[src/rtl/ym_dac_decoder.sv]
// YM3014-format serial DAC decoder for two YM2203 chips: deserialises, converts
// floating-point frames to 16-bit signed linear, mixes with saturation, valid/ready out.
module ym_dac_decoder #(
    parameter int FRAME_BITS  = 16,
    parameter int SYNC_STAGES = 2
) (
    input  logic               fclk,
    input  logic               ayres,
    input  logic               bit_en,
    input  logic               op1,
    input  logic               op2,
    input  logic               sh,
    input  logic               fm_mute,
    input  logic               smp_ready,
    output logic               smp_valid,
    output logic signed [15:0] smp1,
    output logic signed [15:0] smp2,
    output logic signed [15:0] smp_mix,
    output logic               overrun,
    output logic               frame_err
);

    localparam int         DATA_W   = 16;
    localparam logic [3:0] CNT_LAST = 4'(FRAME_BITS - 1);

    function automatic logic signed [DATA_W-1:0] ym_to_linear(input logic [12:0] fr);
        logic [2:0]               e;
        logic signed [9:0]        m;
        logic signed [DATA_W-1:0] ext;
        e   = fr[12:10];
        m   = {~fr[9], fr[8:0]};
        ext = {{(DATA_W - 10){m[9]}}, m};
        if (e == 3'd0)
            return '0;
        return ext <<< (e - 3'd1);
    endfunction

    function automatic logic signed [DATA_W-1:0] sat16(input logic signed [DATA_W:0] v);
        if (v > 17'sd32767)
            return 16'sh7FFF;
        if (v < -17'sd32768)
            return 16'sh8000;
        return v[DATA_W-1:0];
    endfunction

    logic [SYNC_STAGES-1:0] op1_sync_q, op2_sync_q, sh_sync_q, ben_dly_q;
    logic                   op1_s, op2_s, sh_s, ben_s;

    logic [FRAME_BITS-1:0]  sr1_q, sr1_d, sr2_q, sr2_d;
    logic [3:0]             cnt_q, cnt_d;
    logic                   latch_q, latch_d;
    logic                   ferr_q, ferr_d;

    logic signed [DATA_W-1:0] s1_q, s1_d, s2_q, s2_d;
    logic                     conv_vld_q;

    logic signed [DATA_W:0]   mix_sum;
    logic signed [DATA_W-1:0] out1_q, out2_q, outm_q, outm_d;
    logic                     vld_q, vld_d, ovr_q, ovr_d;
    logic                     pad_unused;

    // Input synchronizers; bit_en rides an equal-length delay so it stays aligned with data
    always_ff @(posedge fclk) begin
        if (ayres) begin
            op1_sync_q <= '0;
            op2_sync_q <= '0;
            sh_sync_q  <= '0;
            ben_dly_q  <= '0;
        end else begin
            op1_sync_q[0] <= op1;
            op2_sync_q[0] <= op2;
            sh_sync_q[0]  <= sh;
            ben_dly_q[0]  <= bit_en;
            for (int i = 1; i < SYNC_STAGES; i++) begin
                op1_sync_q[i] <= op1_sync_q[i-1];
                op2_sync_q[i] <= op2_sync_q[i-1];
                sh_sync_q[i]  <= sh_sync_q[i-1];
                ben_dly_q[i]  <= ben_dly_q[i-1];
            end
        end
    end

    assign op1_s = op1_sync_q[SYNC_STAGES-1];
    assign op2_s = op2_sync_q[SYNC_STAGES-1];
    assign sh_s  = sh_sync_q[SYNC_STAGES-1];
    assign ben_s = ben_dly_q[SYNC_STAGES-1];

    // Deserialiser and frame framing check
    always_comb begin
        sr1_d   = sr1_q;
        sr2_d   = sr2_q;
        cnt_d   = cnt_q;
        latch_d = 1'b0;
        ferr_d  = ferr_q;
        if (ben_s) begin
            sr1_d = {op1_s, sr1_q[FRAME_BITS-1:1]};
            sr2_d = {op2_s, sr2_q[FRAME_BITS-1:1]};
            if (sh_s) begin
                cnt_d = '0;
                if (cnt_q == CNT_LAST)
                    latch_d = 1'b1;
                else
                    ferr_d = 1'b1;
            end else if (cnt_q == CNT_LAST) begin
                ferr_d = 1'b1;
            end else begin
                cnt_d = cnt_q + 4'd1;
            end
        end
    end

    always_ff @(posedge fclk) begin
        if (ayres) begin
            sr1_q   <= '0;
            sr2_q   <= '0;
            cnt_q   <= '0;
            latch_q <= 1'b0;
            ferr_q  <= 1'b0;
        end else begin
            sr1_q   <= sr1_d;
            sr2_q   <= sr2_d;
            cnt_q   <= cnt_d;
            latch_q <= latch_d;
            ferr_q  <= ferr_d;
        end
    end

    // The three pad bits carry no information
    assign pad_unused = ^{sr1_q[2:0], sr2_q[2:0]};

    // Float-to-linear conversion stage
    assign s1_d = fm_mute ? '0 : ym_to_linear(sr1_q[15:3]);
    assign s2_d = fm_mute ? '0 : ym_to_linear(sr2_q[15:3]);

    always_ff @(posedge fclk) begin
        if (ayres) begin
            s1_q       <= '0;
            s2_q       <= '0;
            conv_vld_q <= 1'b0;
        end else begin
            if (latch_q) begin
                s1_q <= s1_d;
                s2_q <= s2_d;
            end
            conv_vld_q <= latch_q;
        end
    end

    // Mix and output handshake stage
    assign mix_sum = {s1_q[DATA_W-1], s1_q} + {s2_q[DATA_W-1], s2_q};
    assign outm_d  = sat16(mix_sum);

    always_comb begin
        vld_d = vld_q;
        ovr_d = ovr_q;
        if (conv_vld_q) begin
            vld_d = 1'b1;
            if (vld_q && !smp_ready)
                ovr_d = 1'b1;
        end else if (vld_q && smp_ready) begin
            vld_d = 1'b0;
        end
    end

    always_ff @(posedge fclk) begin
        if (ayres) begin
            out1_q <= '0;
            out2_q <= '0;
            outm_q <= '0;
            vld_q  <= 1'b0;
            ovr_q  <= 1'b0;
        end else begin
            if (conv_vld_q) begin
                out1_q <= s1_q;
                out2_q <= s2_q;
                outm_q <= outm_d;
            end
            vld_q <= vld_d;
            ovr_q <= ovr_d;
        end
    end

    assign smp_valid = vld_q;
    assign smp1      = out1_q;
    assign smp2      = out2_q;
    assign smp_mix   = outm_q;
    assign overrun   = ovr_q;
    assign frame_err = ferr_q;

endmodule

[config.mk]
export PLATFORM = sky130hd
export DESIGN_NAME = ym_dac_decoder
export DESIGN_NICKNAME = d
export VERILOG_FILES = /design/src/rtl/ym_dac_decoder.sv
export SDC_FILE = /design/constraint.sdc
export NUM_CORES = 1
export LEC_CHECK = 0
export ABC_AREA = 1
export ABC_CLOCK_PERIOD_IN_PS = 3500
export CELL_PAD_IN_SITES_DETAIL_PLACEMENT = 1
export CELL_PAD_IN_SITES_GLOBAL_PLACEMENT = 2
export CORE_ASPECT_RATIO = 2
export CORE_UTILIZATION = 35
export CTS_CLUSTER_DIAMETER = 40
export CTS_CLUSTER_SIZE = 8
export DETAILED_ROUTE_END_ITERATION = 16
export HOLD_SLACK_MARGIN = 0.02
export PLACE_DENSITY = 0.95
export SYNTH_ARGS = -nofsm -noshare
export SYNTH_HDL_FRONTEND = slang
export SYNTH_SLANG_ARGS = --single-unit
[constraint.sdc]
create_clock -name fclk -period 3.5 [get_ports fclk]
set_clock_uncertainty 0.2 [all_clocks]
set_input_delay 0.35 -clock fclk [delete_from_list [all_inputs] [get_ports fclk]]
set_output_delay 0.35 -clock fclk [all_outputs]
set_load 0.03 [all_outputs]
==> results of run 1 <==
metrics by stage:
stage               std cells  power (uW)  setup WS (ns)  cell area, um^2
finish                   1092        3390          0.780             7220
global route             1092        3510          0.502             7220
CTS                      1092        3430          0.745             7220
detailed placement       1061        1620          0.788             6620
global placement         1061        1620          0.812             6620
floorplan                 830        1580           1.25             5900
synthesized netlist by cell type (4+ instances only):
library cell | number | area share (%)
dfxtp_1 | 123 | 42
o21a_1 | 4 | 0.51
clkinv_1 | 4 | 0.25
nand2_2 | 6 | 0.64
clkbuf_1 | 31 | 2.0
o211ai_1 | 6 | 0.76
inv_1 | 82 | 5.2
nand2_1 | 192 | 12
nor2_1 | 94 | 6.0
a21oi_2 | 11 | 1.6
buf_2 | 4 | 0.34
nand3_1 | 21 | 1.8
a21oi_1 | 66 | 5.6
o21ai_0 | 109 | 9.2
ha_1 | 22 | 4.7
xor2_1 | 8 | 1.2
xnor2_1 | 6 | 0.89
critical path: stages, from the launching register on:
cell	delay (ns)
dfxtp_1	0.67
inv_1	0.20
ha_1	0.53
clkinv_1	0.30
or2_2	0.36
o21a_1	0.12
o211ai_1	0.16
nand2_1	0.07
inv_1	0.05
registers in the layout, summed over array words and instances (netlist names):
name,cells
ben_dly_q,2
cnt_q,4
conv_vld_q,1
frame_err,1
latch_q,1
op1_sync_q,2
op2_sync_q,2
overrun,1
s1_q,16
s2_q,16
sh_sync_q,2
smp1,16
smp2,16
smp_mix,16
smp_valid,1
sr1_q,13
sr2_q,13
worst paths after layout:
| kind | startpoint | end | slack (ns) |
|---|---|---|---|
| max | sr2_q[13]$_SDFFE_PP0P_ | s2_q[6]$_SDFFE_PP0P_ | 0.78 |
| min | op1_sync_q[0]$_SDFF_PP0_ | op1_sync_q[1]$_SDFF_PP0_ | 0.20 |
| max reg2reg | sr2_q[13]$_SDFFE_PP0P_ | s2_q[6]$_SDFFE_PP0P_ | 0.78 |
| min reg2reg | op1_sync_q[0]$_SDFF_PP0_ | op1_sync_q[1]$_SDFF_PP0_ | 0.20 |
cells in the final DEF, fill, tap and decap left out, drive strengths merged, types with 7 or more instances in the layout:
cell,netlist,layout
nand2,198,198
dfxtp,123,123
o21ai,110,110
nor2,96,96
inv,85,86
a21oi,78,78
clkdlybuf4s50,0,58
ha,22,22
nand3,21,21
clkbuf,31,17
xor2,8,8
clkinvlp,0,7
clkinv,4,7
per-layer routing:
layer  share of wire (%)  track usage [%]  vias up
li1                    -                -     2762
met1                  35             18.5     2628
met2                  57             41.7       91
met3                 2.4             3.72       50
met4                 6.3             15.0        0
met5                   0                0        -
layout make-up:
| class | count | area, um^2 | share of cell area (%) |
|---|---|---|---|
| inverter | 89 | 334 | 4.63 |
| timing repair buffer | 64 | 626 | 8.67 |
| multi-input combinational | 581 | 2940 | 40.8 |
| tap | 204 | 255 | 3.54 |
| clock inverter | 14 | 174 | 2.41 |
| sequential | 123 | 2460 | 34.1 |
| clock buffer | 17 | 425 | 5.89 |
kinds of logic after synthesis:
logic type      after synthesis  synth area share [%]
compound gates              211                  19.8
xor+xnor                     14                  2.08
fa+ha+maj                    23                  5.00
buf+inv                     126                  8.42
flops                       123                  41.7
mux                           2                 0.339
simple gates                331                  22.7
power groups by stage:
stage | registers (uW) | logic [uW] | clock network [uW]
after floorplan | 1460 | 116 | 0
after global placement | 1470 | 152 | 0
after detailed placement | 1470 | 156 | 0
after CTS | 1440 | 157 | 1840
after global routing | 1440 | 178 | 1900
final | 1440 | 154 | 1800
==> flow_summary.ini, run 1 <==
[timing]
drv_slew = 0
hold_viol = 0
period_minus_slack_ns = 2.72
tightest_slew_ns = 1.02
fin_crit_sh_pct = 77.7
whs_ns = 0.202
max_freq_mhz = 368
setup_tns_ns = 0
rsz0062_at_grt = no
setup_viol = 0
relSlewSlack_pct = 31.9

[floorplanning]
die_area_um2 = 17400
core_area_um2 = 16400
ioPinCount = 59
initial_core_util_pct = 36.1
fp.dieW_um = 93.8
fp-row-count = 66
die_y_um = 186

[final_layout]
diodes = 0
drive_above_1_share_pct = 7.32
nets = 907
syn2layout_area_growth_pct = 22.3
final_util_pct = 44.2
fillers = 2070

[global_routing]
grt_pass1_wl_mm = 27.9
antenna_found_initial = 0
track_usage_pct = 21.2
overflow = 0
grt_max_degree = 56
grt_pass1_vias = 5754

[cts]
cts.sinks = 123
root_buffer = clkbuf_16
clkTransAtPathRegs_ns = 0.06
numCtsBuffers = 17
ctsHoldBuffers = 0
clockBufferDepth = 2
cts_setup_buffers = 0
cts_tree = built
clock_latency_ns = 0.43
h-tree-depth = 4
cts_resized = 0

[worst_hold_path]
holdPathStages = 2
hp-class = reg2reg

[pwr]
vdd_drop_max_uv = 401
share_comb_of_total_power_pct = 4.5
p_clk_share_pct = 53.1
cellLeakagePower_uw = 0.00309
switching_share_pct = 23.7
power_switching_uw = 805
p_int_uw = 2590
cellPowerDensity_nw_per_um2 = 470
sequentialPowerShare_pct = 42.4

[synth]
ys_seq_area_share_pct = 41.7
synth-main-ff-cell = dfxtp_1
syn_area_um2 = 5900
synth_edf_count = 0
syn_area_per_cell_um2 = 7.11
yosysWarnings = 0
synth_fp_nets = 861
ys_async_sr_fraction_pct = 0
yosys_register_bits = 123
yosys.cell_types.count = 41
synth_cells = 830

[place]
dp_hpwl_mm = 13.0
io_buffer_count = 58
gp_congestion = 0.861

[worst_setup_path]
startpoint_type = flip-flop
cp.arrival_ns = 2.89
r2r_cells = 8
end_kind = flip-flop
path_class = reg2reg
critPathMaxFanout = 20
worstPathRequired_ns = 3.67

[route]
viasPerCell = 5.07
vias = 5531
wl_mm = 17.2
drt_iter0_drc = 165
drt-wirelength-per-cell_um = 15.7
postRouteAntennaNets = 0
first_pass_iters = 4
remaining_drc_errors = 0

[flow_run]
maxCapViolations = 0

[run_status]
status = complete, no violations
Power figures use the tool's default switching activity.
==> inputs of run 2 (changes only) <==
--- a/config.mk
+++ b/config.mk
@@ -6,16 +6,16 @@
 export NUM_CORES = 1
 export LEC_CHECK = 0
 export ABC_AREA = 1
-export ABC_CLOCK_PERIOD_IN_PS = 3500
+export ABC_CLOCK_PERIOD_IN_PS = 2400
 export CELL_PAD_IN_SITES_DETAIL_PLACEMENT = 1
 export CELL_PAD_IN_SITES_GLOBAL_PLACEMENT = 2
 export CORE_ASPECT_RATIO = 2
-export CORE_UTILIZATION = 35
+export CORE_UTILIZATION = 29
 export CTS_CLUSTER_DIAMETER = 40
 export CTS_CLUSTER_SIZE = 8
 export DETAILED_ROUTE_END_ITERATION = 16
 export HOLD_SLACK_MARGIN = 0.02
-export PLACE_DENSITY = 0.95
+export PLACE_DENSITY = 0.86
 export SYNTH_ARGS = -nofsm -noshare
 export SYNTH_HDL_FRONTEND = slang
 export SYNTH_SLANG_ARGS = --single-unit
==> constraint.sdc (replaced) <==
create_clock -name fclk -period 2.4 [get_ports fclk]
set_clock_uncertainty 0.2 [all_clocks]
set_input_delay 0.24 -clock fclk [delete_from_list [all_inputs] [get_ports fclk]]
set_output_delay 0.24 -clock fclk [all_outputs]
set_load 0.03 [all_outputs]
==> run 2 against run 1 <==
- setup slack got worse by 0.69 ns
- critical endpoint is now smp_mix[10]$_SDFFE_PP0P_
- combinational power up 56%
- highest routed layer unchanged
- final cell count is 7.5% higher
- clock-buffer cell count up 1
==> flow_summary.ini, run 2 (synthesis results as in run 1) <==
[timing]
fin_ws_ns = 0.0868
period_minus_slack_ns = 2.31
fin_crit_sh_pct = 96.4
hold_viol = 0
relSlewSlack_pct = 57.5
max_freq_mhz = 432
rsz0062_at_grt = yes
setup_tns_ns = 0
tightest_slew_ns = 0.636
drv_slew = 0
setup_viol = 0

[final_layout]
diodes = 0
layout_common_cells = nand2_1, dfxtp_1, o21ai_0
multi_input_area_um2 = 2960
syn2layout_area_growth_pct = 28.4
nets = 931
drive_above_1_share_pct = 10.5
layout.cells.non_filler = 1174
mostFrequentLayoutCell = nand2_1
seq_area_um2 = 2460
fillers = 2524

[pwr]
share_comb_of_total_power_pct = 4.7
p_int_uw = 3920
p_clk_share_pct = 54.2
switching_share_pct = 23.0
total_power_uw = 5080
cellPowerDensity_nw_per_um2 = 671
cellLeakagePower_uw = 0.00326
vdd_drop_max_uv = 437
power_switching_uw = 1170
sequentialPowerShare_pct = 41.1

[floorplanning]
ioPinCount = 59
die_area_um2 = 21000
core_area_um2 = 19900
initial_core_util_pct = 29.6
fp.dieW_um = 103
die_y_um = 204
fp-row-count = 73

[cts]
h-tree-depth = 4
clkTransAtPathRegs_ns = 0.06
numCtsBuffers = 17
clockBufferDepth = 2
ctsHoldBuffers = 0
root_buffer = clkbuf_16
clock_latency_ns = 0.43
cts.sinks = 123
cts_tree = built

[worst_setup_path]
slowest_stage = dfxtp_1
crit_path_max_incr_delay_ns = 0.43
crit_top_cell = nand2_1
critPathMaxFanout = 14
startpoint_type = flip-flop
worstPathRequired_ns = 2.51
cp.arrival_ns = 2.43
end_kind = flip-flop
worstPathCellList = ha_1 -> a21oi_1 -> nand2_1 -> a21oi_2 -> nand2_1 -> nand2_1 -> nand2_1 -> a21oi_4 -> buf_12 -> a21oi_1
path_class = reg2reg

[place]
dp_hpwl_mm = 13.6
gp_congestion = 0.861
dp_cells = 1143
io_buffer_count = 58
dpl_worst_slack_ns = -0.0136

[worst_hold_path]
hp-class = in2reg

[flow_run]
maxCapViolations = 0

[global_routing]
antenna_found_initial = 0
grt_pass1_wl_mm = 28.8
grt_max_degree = 65
overflow = 0
grt_pass1_vias = 5801
track_usage_pct = 18.3

[route]
vias = 5602
postRouteAntennaNets = 0
drt-wirelength-per-cell_um = 15.0
drt_iter0_drc = 143
wl_mm = 17.7
viasPerCell = 4.77
first_pass_iters = 4
remaining_drc_errors = 0

[run_status]
status = complete, no violations
[run 2: cell count changes in the layout (fill, tap and decap cells not counted), moves of 2 or more]
cell / previous run / this run
clkinvlp_4: 7 / 5
dfxtp_1: 123 / 121
buf_12: 0 / 4
dfxtp_2: 0 / 2
buf_4: 6 / 26
[run 2: worst paths after layout]
kind	to	depth (start not counted)	slack (ns)	from
worst max-delay path	smp_mix[10]$_SDFFE_PP0P_	10	0.09	s2_q[10]$_SDFFE_PP0P_
worst min-delay path	ben_dly_q[0]$_SDFF_PP0_	3	0.12	bit_en
worst max register to register	smp_mix[10]$_SDFFE_PP0P_	10	0.09	s2_q[10]$_SDFFE_PP0P_
worst min register to register	op1_sync_q[1]$_SDFF_PP0_	2	0.20	op1_sync_q[0]$_SDFF_PP0_
[run 2: metal layers]
| metal | vias up | track usage [%] | part of all wire [%] |
|---|---|---|---|
| li1 | 2826 | - | - |
| met4 | 0 | 10.0 | 4.6 |
| met3 | 38 | 3.36 | 2.1 |
| met5 | - | 0 | 0 |
| met2 | 88 | 36.0 | 58 |
| met1 | 2650 | 16.8 | 35 |
[run 2: layout make-up]
class,count,area share [%]
Multi-Input combinational cell,581,39.1
Sequential cell,123,32.5
Timing Repair Buffer,88,11.3
Clock buffer,18,5.80
Inverter,89,4.41
Tap cell,262,4.33
Clock inverter,13,2.54
[run 2: critical path, delay by kind of cell, from the launching register on]
family          cells  cell delay (ns)
flops               1             0.43
simple gates        4             0.38
buf+inv             1             0.16
compound gates      4             0.66
fa+ha+maj           1             0.34
[run 2: power by group through the flow]
stage | combinational [uW] | sequential, uW | clock [uW]
2_1_floorplan | 169 | 2130 | 0
3_3_place_gp | 239 | 2130 | 0
3_5_place_dp | 243 | 2130 | 0
4_1_cts | 244 | 2090 | 2830
5_1_grt | 278 | 2090 | 2920
6_report | 240 | 2090 | 2760
[run 2: repair_timing]
action / 4_1_cts / 5_1_grt
pin swaps: 0 / 2
gates resized for setup: 1 / 8
cloned: 0 / 0
setup buffers: 0 / 0
setup endpoints to repair: 14 / 17
[run 2: through the flow]
stage	cell area, um^2	hold WS [ns]	util (%)
after floorplan	5900	0.147	-
after global placement	6920	0.189	34.8
after detailed placement	6920	0.198	34.8
after CTS	7560	0.108	38.0
after global routing	7580	0.131	38.1
final	7580	0.121	38.1
